**src/rtl/bt656_pkg.sv**
```systemverilog
// -----------------------------------------------------------------------------
// bt656_pkg
// Shared definitions for the AXI-Stream to BT.656 formatter:
//   - bt656_state_e : line-timing FSM states
//   - HDR_*_BIT     : bit positions of F, V and H inside the EAV/SAV XY byte
//   - BLANK_CB/Y    : blanking code words (chroma 0x80, luma 0x10)
//   - clip_data()   : keeps 0x00/0xFF out of the payload (reserved for sync)
// -----------------------------------------------------------------------------
package bt656_pkg;

   typedef enum logic [2:0] {
      ST_IDLE,
      ST_EAV,
      ST_HBLANK,
      ST_SAV,
      ST_ACTIVE
   } bt656_state_e;

   localparam int HDR_F_BIT = 6;
   localparam int HDR_V_BIT = 5;
   localparam int HDR_H_BIT = 4;

   localparam logic [7:0] BLANK_CB  = 8'h80;
   localparam logic [7:0] BLANK_Y   = 8'h10;
   localparam logic [7:0] HDR_PRE_FF = 8'hFF;
   localparam logic [7:0] HDR_PRE_00 = 8'h00;

   // 0x00 and 0xFF only ever appear inside timing reference codes.
   function automatic logic [7:0] clip_data(input logic [7:0] d);
      logic [7:0] r;
      case (d)
         8'h00:   r = 8'h01;
         8'hFF:   r = 8'hFE;
         default: r = d;
      endcase
      return r;
   endfunction

endpackage

```
**src/rtl/bt656_hdr_gen.sv**
```systemverilog
// -----------------------------------------------------------------------------
// bt656_hdr_gen
// Combinational builder of the fourth EAV/SAV byte (XY) with its protection
// bits: XY = {1, F, V, H, V^H, F^H, F^V, F^V^H}.
// Ports:
//   f_i  : field bit (0 = first field)
//   v_i  : vertical blanking bit (1 on blank lines)
//   h_i  : 1 for EAV, 0 for SAV
//   xy_o : resulting header byte
// -----------------------------------------------------------------------------
module bt656_hdr_gen
   import bt656_pkg::*;
(
   input  logic       f_i,
   input  logic       v_i,
   input  logic       h_i,
   output logic [7:0] xy_o
);

   always_comb begin
      xy_o            = 8'h80;
      xy_o[HDR_F_BIT] = f_i;
      xy_o[HDR_V_BIT] = v_i;
      xy_o[HDR_H_BIT] = h_i;
      xy_o[3]         = v_i ^ h_i;
      xy_o[2]         = f_i ^ h_i;
      xy_o[1]         = f_i ^ v_i;
      xy_o[0]         = f_i ^ v_i ^ h_i;
   end

endmodule

```
**src/rtl/axi_stream_to_bt656.sv**
```systemverilog
// -----------------------------------------------------------------------------
// axi_stream_to_bt656
// Free-running BT.656 timing generator that fills the active region of active
// lines with bytes pulled from an AXI-Stream 4:2:2 source (Cb Y Cr Y).
// Each line: EAV(4) + H_BLANK blank bytes + SAV(4) + 2*H_ACTIVE active bytes.
// Each field: V_BLANK blank lines then V_ACTIVE active lines; frame = F0, F1.
// Ports:
//   axi_clk_i, axi_rstn_i : byte clock, asynchronous active-low reset
//   tx_enable_i           : start/keep transmitting (stop honoured at frame end)
//   err_clr_i             : clears the sticky flags
//   s_t*                  : AXI-Stream byte input (tlast = line end, tuser = SOF)
//   bt656_data_o          : registered BT.656 byte stream
//   underrun_o            : sticky, source had no byte for an active slot
//   sync_err_o            : sticky, tlast/tuser disagree with generator timing
// -----------------------------------------------------------------------------
module axi_stream_to_bt656
   import bt656_pkg::*;
#(
   parameter int H_ACTIVE = 720,
   parameter int H_BLANK  = 268,
   parameter int V_BLANK  = 22,
   parameter int V_ACTIVE = 240
) (
   input  logic       axi_clk_i,
   input  logic       axi_rstn_i,
   input  logic       tx_enable_i,
   input  logic       err_clr_i,
   input  logic [7:0] s_tdata_i,
   input  logic       s_tvalid_i,
   output logic       s_tready_o,
   input  logic       s_tlast_i,
   input  logic       s_tuser_i,
   output logic [7:0] bt656_data_o,
   output logic       underrun_o,
   output logic       sync_err_o
);

   localparam int ACT_BYTES = 2 * H_ACTIVE;
   localparam int LINES     = V_BLANK + V_ACTIVE;
   localparam int CNT_MAX0  = (ACT_BYTES > H_BLANK) ? ACT_BYTES : H_BLANK;
   localparam int CNT_MAX   = (CNT_MAX0 > 4) ? CNT_MAX0 : 4;
   localparam int CNT_W     = $clog2(CNT_MAX + 1);
   localparam int LINE_W    = $clog2(LINES + 1);

   bt656_state_e      state_q, state_d;
   logic [CNT_W-1:0]  cnt_q, cnt_d;
   logic [LINE_W-1:0] line_q, line_d;
   logic              field_q, field_d;
   logic [7:0]        data_q, data_d;
   logic              underrun_q, sync_err_q;
   logic              underrun_set, sync_set;

   logic              v_blank_line;
   logic              is_eav;
   logic [7:0]        hdr_xy;
   logic [7:0]        hdr_byte;
   logic [7:0]        blank_byte;
   logic              last_pos;
   logic              first_pos;

   assign v_blank_line = (line_q < LINE_W'(V_BLANK));
   assign is_eav       = (state_q == ST_EAV);

   bt656_hdr_gen u_hdr_gen (
      .f_i  (field_q),
      .v_i  (v_blank_line),
      .h_i  (is_eav),
      .xy_o (hdr_xy)
   );

   // Header byte sequence FF 00 00 XY indexed by the shared byte counter.
   always_comb begin
      case (cnt_q[1:0])
         2'd0:    hdr_byte = HDR_PRE_FF;
         2'd3:    hdr_byte = hdr_xy;
         default: hdr_byte = HDR_PRE_00;
      endcase
   end

   // Blank pattern is 0x80,0x10,... from the start of each region; both
   // regions start with the counter at zero, so its LSB selects the word.
   assign blank_byte = cnt_q[0] ? BLANK_Y : BLANK_CB;
   assign last_pos   = (cnt_q == CNT_W'(ACT_BYTES - 1));
   assign first_pos  = (cnt_q == '0) && (line_q == LINE_W'(V_BLANK)) && !field_q;

   // Depends on state registers only, never on s_tvalid_i.
   assign s_tready_o = (state_q == ST_ACTIVE) && !v_blank_line;

   always_comb begin
      state_d      = state_q;
      cnt_d        = cnt_q + CNT_W'(1);
      line_d       = line_q;
      field_d      = field_q;
      data_d       = BLANK_Y;
      underrun_set = 1'b0;
      sync_set     = 1'b0;
      case (state_q)
         ST_IDLE: begin
            cnt_d   = '0;
            line_d  = '0;
            field_d = 1'b0;
            data_d  = BLANK_Y;
            if (tx_enable_i) begin
               state_d = ST_EAV;
            end
         end
         ST_EAV: begin
            data_d = hdr_byte;
            if (cnt_q == CNT_W'(3)) begin
               cnt_d   = '0;
               state_d = ST_HBLANK;
            end
         end
         ST_HBLANK: begin
            data_d = blank_byte;
            if (cnt_q == CNT_W'(H_BLANK - 1)) begin
               cnt_d   = '0;
               state_d = ST_SAV;
            end
         end
         ST_SAV: begin
            data_d = hdr_byte;
            if (cnt_q == CNT_W'(3)) begin
               cnt_d   = '0;
               state_d = ST_ACTIVE;
            end
         end
         ST_ACTIVE: begin
            if (v_blank_line) begin
               data_d = blank_byte;
            end else if (s_tvalid_i) begin
               data_d = clip_data(s_tdata_i);
               if ((s_tlast_i != last_pos) || (s_tuser_i != first_pos)) begin
                  sync_set = 1'b1;
               end
            end else begin
               data_d       = blank_byte;
               underrun_set = 1'b1;
            end
            // Line/field/frame wrap happens here so the next EAV follows
            // immediately; tx_enable_i is only sampled at the frame end.
            if (last_pos) begin
               cnt_d   = '0;
               state_d = ST_EAV;
               if (line_q == LINE_W'(LINES - 1)) begin
                  line_d = '0;
                  if (field_q) begin
                     field_d = 1'b0;
                     if (!tx_enable_i) begin
                        state_d = ST_IDLE;
                     end
                  end else begin
                     field_d = 1'b1;
                  end
               end else begin
                  line_d = line_q + LINE_W'(1);
               end
            end
         end
         default: begin
            state_d = ST_IDLE;
            cnt_d   = '0;
         end
      endcase
   end

   always_ff @(posedge axi_clk_i or negedge axi_rstn_i) begin
      if (!axi_rstn_i) begin
         state_q    <= ST_IDLE;
         cnt_q      <= '0;
         line_q     <= '0;
         field_q    <= 1'b0;
         data_q     <= BLANK_Y;
         underrun_q <= 1'b0;
         sync_err_q <= 1'b0;
      end else begin
         state_q    <= state_d;
         cnt_q      <= cnt_d;
         line_q     <= line_d;
         field_q    <= field_d;
         data_q     <= data_d;
         // A fresh error in the clearing cycle keeps the flag set.
         underrun_q <= underrun_set | (underrun_q & ~err_clr_i);
         sync_err_q <= sync_set | (sync_err_q & ~err_clr_i);
      end
   end

   assign bt656_data_o = data_q;
   assign underrun_o   = underrun_q;
   assign sync_err_o   = sync_err_q;

endmodule
```
**config.mk**
```make
export PLATFORM = sky130hd
export DESIGN_NAME = axi_stream_to_bt656
export DESIGN_NICKNAME = d
export VERILOG_FILES = /design/src/rtl/bt656_pkg.sv /design/src/rtl/bt656_hdr_gen.sv /design/src/rtl/axi_stream_to_bt656.sv
export SDC_FILE = /design/constraint.sdc
export NUM_CORES = 1
export LEC_CHECK = 0
export CAP_MARGIN = 20
export CORE_MARGIN = 2
export CORE_UTILIZATION = 39
export CTS_CLUSTER_DIAMETER = 40
export DETAILED_ROUTE_END_ITERATION = 8
export GPL_TIMING_DRIVEN = 0
export SLEW_MARGIN = 15
export SYNTH_ARGS = -nofsm -noshare
export SYNTH_HDL_FRONTEND = slang
export SYNTH_SLANG_ARGS = --single-unit
```
**constraint.sdc**
```tcl
create_clock -name axi_clk_i -period 4.33 [get_ports axi_clk_i]
set_input_delay 1.299 -clock axi_clk_i [delete_from_list [all_inputs] [get_ports axi_clk_i]]
set_output_delay 1.299 -clock axi_clk_i [all_outputs]
set_load 0.05 [all_outputs]
```
==> results of run 1 <==
-- critical path, delay by kind of cell, from the launching register on --
family | cells | cell delay, ns
buffers and inverters | 2 | 1.01
flip-flops | 1 | 0.36
AND/OR/NAND/NOR | 3 | 0.79
-- final cells by class --
type / count / share of cell area, %
inverters: 14 / 2.18
clock buffers: 6 / 3.42
repair buffers: 26 / 11.0
well taps: 67 / 3.47
clock inverters: 2 / 2.49
plain buffers: 6 / 1.09
multi-input cells: 156 / 41.1
flip-flops and latches: 34 / 35.3
-- Yosys cell counts --
master,n
dfrtp_1,33
nor2_1,23
a21oi_1,15
nand2_1,15
inv_1,14
o21ai_0,14
and3_1,13
xnor2_1,11
nor2b_1,7
a22o_1,5
ha_1,5
xor2_1,5
clkbuf_1,4
nand2b_1,4
nand3_1,4
nand4_1,4
and4_1,3
nor3_1,3
nor4_1,3
o32ai_1,3
a31oi_1,2
o211ai_1,2
a211o_1,1
a31o_2,1
a32oi_1,1
buf_1,1
buf_4,1
dfstp_2,1
nor3b_4,1
nor4_4,1
nor4b_1,1
o21a_1,1
o21a_2,1
o21ai_1,1
o221ai_1,1
o22ai_1,1
o2bb2ai_1,1
o32a_1,1
or3_4,1
or4_1,1
-- registers in the layout, summed over array words and instances, names as in the netlist --
signal        cells
field_q           1
sync_err_o        1
state_q           3
underrun_o        1
cnt_q            11
line_q            9
bt656_data_o      8
-- cells by family after synthesis --
family	synth area share, %
flops	44.3
xor+xnor	7.29
simple gates	24.2
fa+ha+maj	3.25
compound gates	16.9
buf+inv	4.10
-- metrics by stage --
| stage | power [mW] | utilization, % | hold slack [ns] |
|---|---|---|---|
| 2_1_floorplan | 0.794 | - | 0.461 |
| 3_3_place_gp | 0.951 | 47.5 | 0.507 |
| 3_5_place_dp | 0.951 | 47.8 | 0.511 |
| 4_1_cts | 1.32 | 50.8 | 0.528 |
| 5_1_grt | 1.40 | 50.8 | 0.558 |
| 6_report | 1.31 | 50.8 | 0.523 |
-- power by group through the flow --
stage	Combinational, mW	Sequential, mW	Clock [mW]
after floorplan	0.302	0.492	0
after global placement	0.548	0.403	0
after detailed placement	0.548	0.403	0
after CTS	0.550	0.397	0.374
after global routing	0.606	0.404	0.385
final	0.545	0.397	0.367
-- layer usage --
| layer | wire, um | part of all wire (%) | GRT usage [%] | vias up |
|---|---|---|---|---|
| met5 | 0 | 0 | 0 | - |
| met4 | 47 | 1.1 | 5.95 | 0 |
| met3 | 191 | 4.5 | 4.47 | 4 |
| met2 | 1970 | 47 | 28.9 | 33 |
| met1 | 2020 | 48 | 22.0 | 791 |
| li1 | - | - | - | 810 |
-- final timing paths --
kind	slack [ns]	endpoint	depth (start not counted)
worst min-delay path	0.52	cnt_q[0]	1
max in group asynchronous	3.10	bt656_data_o[4]	2
worst max-delay path	0.57	s_tready_o	5
min in group asynchronous	0.80	bt656_data_o[5]	1
worst max register to register	2.11	cnt_q[6]	6
worst min register to register	0.52	cnt_q[0]	1
==> reports/qor.csv, run 1 <==
stage,metric,value,unit
clock_tree,htreeDepth,2,
global_routing,grt_max_degree,33,
synthesis,yosysWarnings,0,
clock_tree,clk_pin_slew,0.08,ns
floorplan,core_region_area,4750,um2
power_and_ir_drop,p_sw,0.496,mW
clock_tree,cts_root_buf,clkbuf_8,
setup_path,cp-startpoint,state_q[1],
cells_and_area,syn2layout_area_growth,25.6,%
sta,min_period,3.76,ns
synthesis,syn_inst,210,
synthesis,ys_ff_latch,34,
power_and_ir_drop,p_sw_share,37.9,%
floorplan,die_h,74.2,um
sta,setup_violations,0,
clock_tree,cts-resized-gates,0,
sta,max-slew-margin-rel,57.0,%
placed_design,place_congestion,0.762,
clock_tree,clk_latency,0.30,ns
setup_path,cp.required,3.03,ns
flow_run,cap_violations,0,
setup_path,crit_top_cell,nor2_1,
global_routing,grt_pass1_wl,7130,um
clock_tree,cts_tree,yes,
detailed_routing,dr.first_iter.drc_count,95,
cells_and_area,multi_input_area,992,um2
power_and_ir_drop,comb_power_share,41.6,%
cells_and_area,regArea,852,um2
min_path,min_from,cnt_q[0],
detailed_routing,vias,1638,
clock_tree,clkSinkCount,34,
detailed_routing,drcViolationCount,0,
setup_path,cp_max_fo,8,
power_and_ir_drop,powerDensity,542,nW/um2
floorplan,ios,26,
sta,min_period_over_period,86.9,%
setup_path,critPathMaxStageDelay,0.81,ns
placed_design,dp_worst_setup_slack,0.916,ns
sta,fin_ws,0.566,ns
synthesis,synthesis.nets,230,
power_and_ir_drop,internal_power,0.813,mW
synthesis,netlist_area,1920,um2
floorplan,start_util,40.4,%
setup_path,cp-end-kind,output port,
floorplan,die-area,5510,um2
placed_design,port_buffers,25,
cells_and_area,fin_cells,311,
detailed_routing,drtPass1Iterations,4,
clock_tree,numCtsBuffers,5,
global_routing,grt_pass1_vias,1555,
cells_and_area,fillers,467,
cells_and_area,layout_common_cells,"33 x dfrtp_1, 24 x clkdlybuf4s50_1, 23 x nor2_1",
detailed_routing,ant_nets,0,
synthesis,synth_seq_area_share,44.3,%
power_and_ir_drop,vdd_ir_drop_max,227,uV
min_path,hold_path.class,reg -> reg,
power_and_ir_drop,p_clk_share,28.1,%
sta,tightestPinTransition,0.640,ns
setup_path,path_cells,"clkbuf_1, nor2_1, nand2_1, nor2_1, clkdlybuf4s50_1",
synthesis,synth.distinct_cells,40,
sta,timing.final.max_slew_violations,0,
sta,rsz0062_at_grt,false,
synthesis,yosys-top-cells-area,"dfrtp_1 43%, xnor2_1 5.0%, nor2_1 4.5%",
sta,hold_viol,0,
sta,fmax,0.266,GHz
placed_design,dp.cells,303,
status,outcome,finished clean,
global_routing,track_usage,17.3,%
sta,fin_tns_setup,0,ns
setup_path,crit_arrival,2.46,ns
power_and_ir_drop,seq_power_share,30.3,%
floorplan,die_w,74.2,um
setup_path,crit_slowest_cell,clkdlybuf4s50_1,
clock_tree,post_cts_buffers,0,
synthesis,synth_top_area_share,42.9,%
sta,fin_skew,0.0100,ns
cells_and_area,diodes,0,
power_and_ir_drop,cellLeakagePower,1.04,nW
global_routing,grt.overflow.total,0,
cells_and_area,nets,263,
cells_and_area,stdcell_area,2410,um2
clock_tree,cts_max_path_buffers,2,
global_routing,antenna_found_initial,0,
setup_path,r2r-start,cnt_q[2],
setup_path,critPathLaunchType,register,
placed_design,post_dp_cell_area,2270,um2
detailed_routing,via_per_inst,5.27,
cells_and_area,layout_commonest_cell,dfrtp_1,
floorplan,fp-row-count,25,
detailed_routing,totalWireLength,4230,um
synthesis,synth_top_area_cell,dfrtp_1,
detailed_routing,wl_per_cell,13.6,um
synthesis,avgSynthCellArea,9.16,um2
setup_path,critPathKind,reg -> out,
cells_and_area,drive_gt1_share,6.97,%
placed_design,hpwl,3020,um
clock_tree,ctsHoldBuffers,0,
Note: power is estimated with default switching activity, not from simulation.
==> inputs of run 2 (changes only) <==
Settings changed: CORE_MARGIN 2 to 1.
==> run 2 against run 1 <==
Against the previous run: critical path depth did not move; first-iteration DRC count shrank 23%; clock power down 33%; worst setup slack better by 0.038 ns; fmax rose by 1.0%; count of clock-buffer cells in the layout unchanged; clock skew down 0.0037 ns; global-route usage grew 0.13 points.
==> reports/qor.csv, run 2 (synthesized netlist as in run 1, its figures left out) <==
stage,metric,value,unit,change
placed_design,hpwl,3090,um,+2.4%
placed_design,port_buffers,25,,unchanged
min_path,hold_path.class,reg -> reg,,
sta,fin_ws,0.604,ns,+0.0377 ns
setup_path,cp-end-kind,output port,,
cells_and_area,fin_util,50.1,%,-0.67 points
sta,rsz0062_at_grt,false,,
floorplan,start_util,40.7,%,+0.27 points
detailed_routing,via_per_inst,5.18,,-1.6%
setup_path,cp_max_fo,8,,unchanged
detailed_routing,drcViolationCount,0,,unchanged
setup_path,critPathKind,reg -> out,,
floorplan,fp-row-count,25,,unchanged
status,outcome,finished clean,,
clock_tree,clk_latency,0.29,ns,about the same
global_routing,grt_pass1_wl,7020,um,-1.6%
placed_design,place_congestion,0.815,,+7.0%
cells_and_area,fillers,451,,-3.4%
global_routing,antenna_found_initial,0,,unchanged
cells_and_area,layout_common_cells,"33 x dfrtp_1, 24 x clkdlybuf4s50_1, 23 x nor2_1",,
cells_and_area,drive_gt1_share,6.97,%,unchanged
global_routing,grt_max_degree,34,,+3.0%
sta,fin_tns_setup,0,ns,unchanged
sta,setup_violations,0,,unchanged
clock_tree,ctsHoldBuffers,0,,unchanged
power_and_ir_drop,p_clk_share,20.6,%,-7.5 points
setup_path,crit_slowest_cell,clkdlybuf4s50_1,,
sta,fmax,0.268,GHz,+1.0%
detailed_routing,totalWireLength,4240,um,+0.26%
clock_tree,cts_tree,yes,,
clock_tree,htreeDepth,2,,unchanged
clock_tree,cts-resized-gates,0,,unchanged
clock_tree,post_cts_buffers,0,,unchanged
cells_and_area,fin_cells,311,,unchanged
detailed_routing,wl_met3,161,um,-16%
power_and_ir_drop,comb_power_share,46.3,%,+4.7 points
setup_path,critPathMaxStageDelay,0.82,ns,about the same
global_routing,track_usage,17.5,%,+0.13 points
detailed_routing,vias,1611,,-1.6%
setup_path,cp.required,3.03,ns,about the same
setup_path,critPathLaunchType,register,,
floorplan,die-area,5220,um2,-5.3%
detailed_routing,ant_nets,0,,unchanged
detailed_routing,met2_length,1980,um,+0.30%
sta,min_period,3.73,ns,-0.0377 ns
cells_and_area,diodes,0,,unchanged
detailed_routing,dr.first_iter.drc_count,73,,-23%
clock_tree,cts_max_path_buffers,2,,unchanged
power_and_ir_drop,p_sw_share,41.7,%,+3.8 points
power_and_ir_drop,seq_power_share,33.1,%,+2.8 points
detailed_routing,top_layer,met4,,
power_and_ir_drop,vdd_ir_drop_max,185,uV,-19%
setup_path,crit_top_cell,nor2_1,,
setup_path,crit_arrival,2.43,ns,-0.03 ns
floorplan,die_h,72.2,um,-2.7%
sta,tightestPinTransition,0.698,ns,+0.0577 ns
floorplan,ios,26,,unchanged
clock_tree,clkSinkCount,34,,unchanged
sta,fin_skew,0.00635,ns,-0.00369 ns
clock_tree,clk_pin_slew,0.07,ns,about the same
power_and_ir_drop,p_sw,0.498,mW,+0.28%
cells_and_area,top_register,cnt_q,,
placed_design,dp.cells,303,,unchanged
floorplan,core_region_area,4720,um2,-0.66%
clock_tree,cts_root_buf,clkbuf_8,,
global_routing,grt.overflow.total,0,,unchanged
sta,hold_slack,0.505,ns,-0.0179 ns
sta,hold_viol,0,,unchanged
power_and_ir_drop,cellLeakagePower,1.01,nW,-2.3%
detailed_routing,wl_per_cell,13.6,um,+0.26%
power_and_ir_drop,internal_power,0.696,mW,-14%
detailed_routing,drtPass1Iterations,4,,unchanged
sta,min_period_over_period,86.1,%,-0.87 points
cells_and_area,layout_commonest_cell,dfrtp_1,,
placed_design,dp_worst_setup_slack,0.939,ns,+0.0227 ns
sta,max-slew-margin-rel,53.1,%,-3.9 points
sta,timing.final.max_slew_violations,0,,unchanged
global_routing,grt_pass1_vias,1494,,-3.9%
cells_and_area,largest_register_ffs,11,,unchanged
power_and_ir_drop,powerDensity,504,nW/um2,-7.0%
clock_tree,numCtsBuffers,5,,unchanged
flow_run,cap_violations,0,,unchanged
detailed_routing,wl_met1,2040,um,+1.1%
cells_and_area,syn2layout_area_growth,23.1,%,
cells_and_area,nets,263,,unchanged
floorplan,die_w,72.2,um,-2.7%
setup_path,path_cells,"clkbuf_1, nor2_1, nand2_1, nor2_1, clkdlybuf4s50_1",,
run 2: cell types whose count changed in the layout (fill, tap and decap cells not counted):
| cell | delta |
|---|---|
| bufinv_16 | -2 |
| clkinv_2 | +1 |
| clkinvlp_4 | +1 |
run 2: metal layers:
metal,track usage [%],vias to the layer above
li1,-,809
met1,23.3,760
met2,28.0,36
met3,3.19,6
met4,6.97,0
met5,0,-
run 2: critical path, delay by kind of cell, from the launching register on:
family        cells  cell delay, ns
buf+inv           2            1.01
simple gates      3            0.77
flops             1            0.37
run 2: layout make-up:
cell class / instances / area (um2) / share of cell area (%)
timing repair buffer: 26 / 265 / 11.2
tap: 67 / 83.8 / 3.54
clock inverter: 2 / 12.5 / 0.529
multi-input combinational: 156 / 992 / 41.9
clock buffer: 6 / 82.6 / 3.49
buffer: 6 / 26.3 / 1.11
sequential: 34 / 852 / 36.0
inverter: 14 / 52.6 / 2.22
run 2: power by group through the flow:
stage                     clock [mW]  combinational (mW)  sequential (mW)
final                          0.246               0.553            0.396
after global placement             0               0.550            0.402
after floorplan                    0               0.302            0.492
after CTS                      0.256               0.555            0.396
after global routing           0.267               0.606            0.400
after detailed placement           0               0.552            0.402
run 2: stage by stage:
stage          power (mW)  area, um2
6_report             1.19       2370
5_1_grt              1.27       2370
4_1_cts              1.21       2370
3_5_place_dp        0.954       2270
3_3_place_gp        0.952       2260
2_1_floorplan       0.794       1920
run 2: path summary, 6_finish.rpt:
check / depth (start not counted) / slack, ns / to / start
worst max-delay path: 5 / 0.60 / s_tready_o / state_q[1]
worst min-delay path: 1 / 0.50 / cnt_q[0] / cnt_q[0]
worst max register to register: 6 / 2.06 / cnt_q[7] / cnt_q[2]
worst min register to register: 1 / 0.50 / cnt_q[0] / cnt_q[0]
max in group asynchronous: 2 / 3.11 / bt656_data_o[4] / axi_rstn_i
min in group asynchronous: 1 / 0.79 / bt656_data_o[2] / axi_rstn_i
